$ cat src/rtl/cmac_link_monitor_pkg.sv
`default_nettype none
// ============================================================================
// Module      : cmac_link_pkg
// Description : Shared types, default parameters and helpers for the CMAC
//               link monitor.
// Revision    : 1.0 - initial release
// ============================================================================
package cmac_link_pkg;

    typedef enum logic [2:0] {
        S_RESET = 3'd0,
        S_WAIT  = 3'd1,
        S_QUAL  = 3'd2,
        S_UP    = 3'd3,
        S_DOWN  = 3'd4
    } link_state_t;

    typedef struct packed {
        logic cmac_reset;
        logic tx_enable;
        logic send_rfi;
        logic link_up;
    } link_ctl_t;

    localparam int c_reset_hold_cyc_dflt    = 16;
    localparam int c_align_timeout_cyc_dflt = 100_000_000;
    localparam int c_debounce_cyc_dflt      = 1000;
    localparam int c_cnt_w_dflt             = 16;

    // The timer counts 0..N-1 for each parameter N, so clog2 of the largest suffices.
    function automatic int timer_width(input int a, input int b, input int c);
        int m;
        m = a;
        if (b > m) m = b;
        if (c > m) m = c;
        return (m < 2) ? 1 : $clog2(m);
    endfunction

    // S_DOWN keeps the S_UP outputs so short alignment glitches stay invisible.
    function automatic link_ctl_t decode_ctl(input link_state_t s);
        link_ctl_t ctl;
        ctl.cmac_reset = (s == S_RESET);
        ctl.tx_enable  = (s == S_UP) || (s == S_DOWN);
        ctl.send_rfi   = !((s == S_UP) || (s == S_DOWN));
        ctl.link_up    = (s == S_UP) || (s == S_DOWN);
        return ctl;
    endfunction

endpackage
`default_nettype wire

$ cat src/rtl/cmac_link_monitor_if.sv
`default_nettype none
// ============================================================================
// Module      : cmac_link_monitor_if
// Description : Status/control bundle between the link monitor (master) and
//               the CMAC core (slave). link_drops exists with CMAC_LINK_STATS_EN.
// Revision    : 1.0 - initial release
// ============================================================================
interface cmac_link_monitor_if
    import cmac_link_pkg::*;
#(
    parameter int CNT_W = c_cnt_w_dflt
);
    logic             stat_rx_aligned;
    logic             cmac_reset;
    logic             ctl_tx_enable;
    logic             ctl_tx_send_rfi;
    logic             link_up;
    logic [CNT_W-1:0] retry_count;
`ifdef CMAC_LINK_STATS_EN
    logic [CNT_W-1:0] link_drops;
`endif

    modport master (
        input  stat_rx_aligned,
        output cmac_reset,
        output ctl_tx_enable,
        output ctl_tx_send_rfi,
        output link_up,
`ifdef CMAC_LINK_STATS_EN
        output link_drops,
`endif
        output retry_count
    );

    modport slave (
        output stat_rx_aligned,
        input  cmac_reset,
        input  ctl_tx_enable,
        input  ctl_tx_send_rfi,
        input  link_up,
`ifdef CMAC_LINK_STATS_EN
        input  link_drops,
`endif
        input  retry_count
    );
endinterface
`default_nettype wire

$ cat src/rtl/cdc_bit_sync.sv
`default_nettype none
// ============================================================================
// Module      : cdc_bit_sync
// Description : N-stage single-bit synchronizer into the clk domain.
// Revision    : 1.0 - initial release
// ============================================================================
module cdc_bit_sync #(
    parameter int STAGES = 2
) (
    input  wire logic clk,
    input  wire logic rst,
    input  wire logic i_async,
    output logic      o_sync
);
    if (STAGES < 2) begin : g_param_check
        $error("cdc_bit_sync: STAGES must be >= 2");
    end

    (* ASYNC_REG = "TRUE" *) logic [STAGES-1:0] r_sync;

    always_ff @(posedge clk) begin
        if (rst) begin
            r_sync <= '0;
        end else begin
            r_sync <= {r_sync[STAGES-2:0], i_async};
        end
    end

    assign o_sync = r_sync[STAGES-1];
endmodule
`default_nettype wire

$ cat src/rtl/cmac_link_monitor.sv
`default_nettype none
// ============================================================================
// Module      : cmac_link_monitor
// Description : CMAC link bring-up / supervision FSM; re-resets the core on
//               alignment timeout or sustained loss. Option: CMAC_LINK_STATS_EN
//               adds the link_drops counter.
// Revision    : 1.0 - initial release
// ============================================================================
module cmac_link_monitor
    import cmac_link_pkg::*;
#(
    parameter int RESET_HOLD_CYC    = c_reset_hold_cyc_dflt,
    parameter int ALIGN_TIMEOUT_CYC = c_align_timeout_cyc_dflt,
    parameter int DEBOUNCE_CYC      = c_debounce_cyc_dflt,
    parameter int CNT_W             = c_cnt_w_dflt
) (
    input  wire logic            init_clk,
    input  wire logic            init_reset,
    cmac_link_monitor_if.master  link
);
    if (RESET_HOLD_CYC < 2 || ALIGN_TIMEOUT_CYC < 2 || DEBOUNCE_CYC < 2) begin : g_param_check
        $error("cmac_link_monitor: cycle parameters must all be >= 2");
    end

    localparam int c_timer_w = timer_width(RESET_HOLD_CYC, ALIGN_TIMEOUT_CYC, DEBOUNCE_CYC);
    localparam logic [c_timer_w-1:0] c_hold_last     = c_timer_w'(RESET_HOLD_CYC - 1);
    localparam logic [c_timer_w-1:0] c_timeout_last  = c_timer_w'(ALIGN_TIMEOUT_CYC - 1);
    localparam logic [c_timer_w-1:0] c_debounce_last = c_timer_w'(DEBOUNCE_CYC - 1);

    logic                 w_aligned_s;
    link_state_t          r_state;
    link_state_t          w_state_nxt;
    logic [c_timer_w-1:0] r_timer;
    logic                 w_retry_inc;
    link_ctl_t            r_ctl;
    logic [CNT_W-1:0]     r_retry_count;

    cdc_bit_sync #(
        .STAGES  (2)
    ) u_aligned_sync (
        .clk     (init_clk),
        .rst     (init_reset),
        .i_async (link.stat_rx_aligned),
        .o_sync  (w_aligned_s)
    );

`ifdef CMAC_LINK_STATS_EN
    logic             w_drop_inc;
    logic [CNT_W-1:0] r_link_drops;
`endif

    // In QUAL/DOWN the state is left on the first opposing sample, so the
    // in-state timer is also the consecutive-sample count.
    always_comb begin
        w_state_nxt = r_state;
        w_retry_inc = 1'b0;
`ifdef CMAC_LINK_STATS_EN
        w_drop_inc  = 1'b0;
`endif
        case (r_state)
            S_RESET: begin
                if (r_timer == c_hold_last) w_state_nxt = S_WAIT;
            end
            S_WAIT: begin
                if (w_aligned_s) begin
                    w_state_nxt = S_QUAL;
                end else if (r_timer == c_timeout_last) begin
                    w_state_nxt = S_RESET;
                    w_retry_inc = 1'b1;
                end
            end
            S_QUAL: begin
                if (!w_aligned_s)                   w_state_nxt = S_WAIT;
                else if (r_timer == c_debounce_last) w_state_nxt = S_UP;
            end
            S_UP: begin
                if (!w_aligned_s) w_state_nxt = S_DOWN;
            end
            S_DOWN: begin
                if (w_aligned_s) begin
                    w_state_nxt = S_UP;
                end else if (r_timer == c_debounce_last) begin
                    w_state_nxt = S_RESET;
`ifdef CMAC_LINK_STATS_EN
                    w_drop_inc  = 1'b1;
`endif
                end
            end
            default: w_state_nxt = S_RESET;
        endcase
    end

    always_ff @(posedge init_clk) begin
        if (init_reset) begin
            r_state       <= S_RESET;
            r_timer       <= '0;
            r_ctl         <= decode_ctl(S_RESET);
            r_retry_count <= '0;
`ifdef CMAC_LINK_STATS_EN
            r_link_drops  <= '0;
`endif
        end else begin
            r_state <= w_state_nxt;
            r_ctl   <= decode_ctl(w_state_nxt);
            // S_UP has no timed exit, so its timer is parked at zero.
            if (w_state_nxt != r_state || w_state_nxt == S_UP) begin
                r_timer <= '0;
            end else begin
                r_timer <= r_timer + 1'b1;
            end
            if (w_retry_inc && r_retry_count != '1) begin
                r_retry_count <= r_retry_count + 1'b1;
            end
`ifdef CMAC_LINK_STATS_EN
            if (w_drop_inc && r_link_drops != '1) begin
                r_link_drops <= r_link_drops + 1'b1;
            end
`endif
        end
    end

    assign link.cmac_reset      = r_ctl.cmac_reset;
    assign link.ctl_tx_enable   = r_ctl.tx_enable;
    assign link.ctl_tx_send_rfi = r_ctl.send_rfi;
    assign link.link_up         = r_ctl.link_up;
    assign link.retry_count     = r_retry_count;
`ifdef CMAC_LINK_STATS_EN
    assign link.link_drops      = r_link_drops;
`endif
endmodule
`default_nettype wire

$ cat src/flat_wrapper.sv
// flat-port wrapper written by rule: the top's interface ports become plain ports
module cmac_link_monitor_flat import cmac_link_pkg::*;
#(
    parameter int RESET_HOLD_CYC    = c_reset_hold_cyc_dflt,
    parameter int ALIGN_TIMEOUT_CYC = c_align_timeout_cyc_dflt,
    parameter int DEBOUNCE_CYC      = c_debounce_cyc_dflt,
    parameter int CNT_W             = c_cnt_w_dflt
)
  (init_clk, init_reset, link_stat_rx_aligned, link_cmac_reset, link_ctl_tx_enable, link_ctl_tx_send_rfi, link_link_up, link_retry_count);
  cmac_link_monitor_if #(.CNT_W(CNT_W)) link_i ();
  input  wire logic init_clk;
  input  wire logic init_reset;
  input wire logic [$bits(link_i.stat_rx_aligned)-1:0] link_stat_rx_aligned;
  output wire logic [$bits(link_i.cmac_reset)-1:0] link_cmac_reset;
  output wire logic [$bits(link_i.ctl_tx_enable)-1:0] link_ctl_tx_enable;
  output wire logic [$bits(link_i.ctl_tx_send_rfi)-1:0] link_ctl_tx_send_rfi;
  output wire logic [$bits(link_i.link_up)-1:0] link_link_up;
  output wire logic [$bits(link_i.retry_count)-1:0] link_retry_count;
  assign link_i.stat_rx_aligned = link_stat_rx_aligned;
  assign link_cmac_reset = link_i.cmac_reset;
  assign link_ctl_tx_enable = link_i.ctl_tx_enable;
  assign link_ctl_tx_send_rfi = link_i.ctl_tx_send_rfi;
  assign link_link_up = link_i.link_up;
  assign link_retry_count = link_i.retry_count;
  cmac_link_monitor #(.RESET_HOLD_CYC(RESET_HOLD_CYC), .ALIGN_TIMEOUT_CYC(ALIGN_TIMEOUT_CYC), .DEBOUNCE_CYC(DEBOUNCE_CYC), .CNT_W(CNT_W)) u_core (.init_clk(init_clk), .init_reset(init_reset), .link(link_i));
endmodule
$ cat config.mk
export PLATFORM = sky130hd
export DESIGN_NAME = cmac_link_monitor_flat
export DESIGN_NICKNAME = d
export VERILOG_FILES = /design/src/rtl/cmac_link_monitor_pkg.sv /design/src/rtl/cmac_link_monitor_if.sv /design/src/rtl/cdc_bit_sync.sv /design/src/rtl/cmac_link_monitor.sv /design/src/flat_wrapper.sv
export SDC_FILE = /design/constraint.sdc
export NUM_CORES = 1
export LEC_CHECK = 0
export CAP_MARGIN = 25
export CORE_MARGIN = 5
export CORE_UTILIZATION = 60
export DETAILED_ROUTE_END_ITERATION = 10
export DONT_BUFFER_PORTS = 1
export PLACE_DENSITY_LB_ADDON = 0.3
export SLEW_MARGIN = 20
export SYNTH_ARGS = -nofsm -noshare
export SYNTH_HDL_FRONTEND = slang
export SYNTH_SLANG_ARGS = --single-unit
$ cat constraint.sdc
create_clock -name init_clk -period 2.3 [get_ports init_clk]
set_input_delay 0.46 -clock init_clk [delete_from_list [all_inputs] [get_ports init_clk]]
set_output_delay 0.46 -clock init_clk [all_outputs]
set_load 0.1 [all_outputs]
==> impl_results.md <==
* Status: finished clean
* Largest net degree at the start of global routing at 28
* DR vias/cell at 6.427
* Initial DRC count at 278
* Synth Area in Adders at 0.008547
* Worst min-delay path startpoint: init_reset
* Clock transition at path regs at 90 ps
* Distinct cells, synth at 55
* Num ports at 23
* Crit path max-delay family: compound AO/OA/AOI/OAI gates
* Reg2reg path depth at 8
* NumNets Final at 384
* TritonCTS Buffers at 5
* Largest fanout on the critical path at 11
* Global route overflow at 0
* H-tree depth at 2
* FP Rows at 25
* CP max stage cell: dfxtp_1
* Synth Area in XOR/XNOR at 0.05385
* Worst Hold Class: input port to register
* Worst VDD drop at 0.3171 mV
* FF+latch count, synth at 51
* Syn_nets at 356
* Setup Crit Path Kind: register to register
* CP Capture Type: register
* Post-layout minimum cycle time at 2242 ps
* CTS tree: built
* CP dominant cell by count: buf_4
* Critical Path Stages at 8
* Drt first pass iters at 5
* WHS at 200.5 ps
* Die Wd at 79.86 um
* Final Max Slew Viols at 0
* Worst relative slew slack at 0.6271
* Die area at 6377 um^2
* Pleak at 0.001087 uW
* Post-synthesis simple-gate area fraction at 0.2910
* Max-cap viol count at 0
* Main combinational cell family by area after synthesis: simple AND/OR/NAND/NOR gates
* Least-Margin Pin Slew at 558.1 ps
* # DRC at 0
* DR WL/cell at 16.91 um
* IO Port Bufs at 0
* First-pass GRT wire length at 12190 um
* Pwr Density at 433.6 nW/um^2
* Multiplexer share of the synthesized area at 0.02821
* Cell total after placement at 433
* Sequential share of the synthesized area at 0.3487
* Max incr delay on CP at 410 ps
* Total clock sinks at 51
* Ant. Diodes at 0
* Post-route ant nets at 0
* Critical path required time at 2490 ps
* Initial antenna violation count at 0
* Clock Latency Late Sink at 310 ps
* Final Hold Vio Count at 0
* Ys async rst share at 0
* Die H at 79.86 um
* Ys flop type: dfxtp_1
* RSZ-0062 raised after global routing: true
* Critical Path AT at 2430 ps
* Non-Filler Instances at 447
* Warnings, synthesis at 0
* Worst R2R Start: u_core.r_timer[0]
* Setup violations, final at 0
* Cell Chain, Critical Path: ha_1, nor4b_1, nand4_1, buf_4, o31a_1, buf_4, o211ai_1, mux2i_1
* Post-Syn Instances at 351
* Layout cell share with drive strength beyond 1 at 0.2053
* Post-layout util at 0.7083
* Period utilization at 0.9748
* Gr usage total at 0.2382
* Post-DP HPWL at 5048 um
* Critical Path Start Type: register
* Avg Cell Area, Syn at 8.341 um^2
* Synthesized area at 2928 um^2
* Total wire length at 7560 um
* Most frequent cells in the layout: 40 x buf_4, 40 x dfxtp_1, 29 x nor2_1
* Complex-gate fraction of the synthesized area at 0.2107
* CTS Root Cell: clkbuf_8
* Vias at 2873
* GPL Wtd Cong at 0.8612
* CP Buf/Inv Count at 2
* Core ar. at 4723 um^2
* Worst hold path depth at 1
* Post-synth EDFFs at 0
* CTS max path bufs at 2
* Layout area overhead at 14.27%
* F_max at 446.0 MHz
* Critical path origin: u_core.r_timer[0]
* Hold_buf cts at 0
* Vias in the first global route at 2576
* Starting Density at 0.6199
* Final Skew at 8.217 ps
==> layer usage <==
layer,up-vias,wire [um],global-route usage
met1,1326,3311,0.3229
li1,1382,-,-
met5,-,0,0
met3,26,604,0.03612
met4,0,174,0.1047
met2,139,3470,0.3740
==> timing repair <==
item | in CTS | in global routing
buffers inserted | 0 | 6
resized for setup | 0 | 5
endpoints found under the setup margin | 0 | 30
hold endpoints to repair | 0 | 0
==> report_power, final <==
part | internal (uW) | switching [uW] | leakage [uW]
sequential | 886 | 7.54 | 0.000418
combinational | 18.1 | 25.5 | 0.000621
clock | 209 | 304 | 0.0000477
total | 1110 | 337 | 0.00109
==> metrics by stage <==
| stage | cell area, um^2 | TNS [ps] | setup WS, ps | power, uW |
|---|---|---|---|---|
| floorplan | 2945 | 0 | 33.29 | 947.1 |
| global placement | 3184 | 0 | 189.7 | 948.8 |
| detailed placement | 3184 | 0 | 111.8 | 951.7 |
| CTS | 3268 | 0 | 57.84 | 1451 |
| global route | 3346 | -51.10 | -28.62 | 1496 |
| finish | 3346 | 0 | 58.00 | 1451 |
==> final cells by class <==
cell class              count  area, um^2
fillers                   336        1378
repair buffers             42       331.6
well taps                  67       83.83
clock buffers               5       68.82
multi-input cells         264        1750
inverters                  15       56.30
clock inverters             3       15.01
flip-flops and latches     51        1040
==> sequential cells by signal (all words and copies together) (netlist names) <==
signal and flops:
u_core.link.cmac_reset 1, u_core.link.ctl_tx_enable 1, u_core.r_state 3, u_core.r_timer 27, u_core.link.ctl_tx_send_rfi 1, u_core.u_aligned_sync.r_sync 2
u_core.link.retry_count 16
==> synth_stat cells (5+ instances only) <==
library cell / instances / area (um^2)
nand2_1: 22 / 82.58
nand4_1: 15 / 93.84
o22ai_1: 6 / 37.54
clkbuf_1: 9 / 33.78
nor2b_1: 6 / 37.54
nor4_1: 11 / 68.82
o211ai_1: 9 / 67.56
o21ai_0: 19 / 95.09
o31a_1: 6 / 52.55
mux2i_1: 6 / 60.06
o31ai_1: 13 / 97.59
xor2_1: 5 / 43.79
inv_1: 15 / 56.30
or4_1: 9 / 67.56
buf_2: 5 / 25.02
dfxtp_1: 51 / 1021
or3_1: 5 / 31.28
xnor2_1: 13 / 113.9
nand3_1: 11 / 55.05
and4_1: 8 / 70.07
nor2_1: 29 / 108.9
a21oi_1: 23 / 115.1
==> kinds of logic after synthesis <==
family | count (synthesis)
xor+xnor | 18
buf+inv | 36
mux | 8
compound gates | 94
fa+ha+maj | 2
flops | 51
simple gates | 142
==> path summary, 6_finish.rpt <==
kind                                endpoint  slack [ps]
max                        u_core.r_timer[1]          60
min               u_core.link.retry_count[0]         200
max reg2reg                u_core.r_timer[1]          60
min reg2reg  u_core.u_aligned_sync.r_sync[1]         450
No activity file was read; power rests on OpenSTA's default activity.
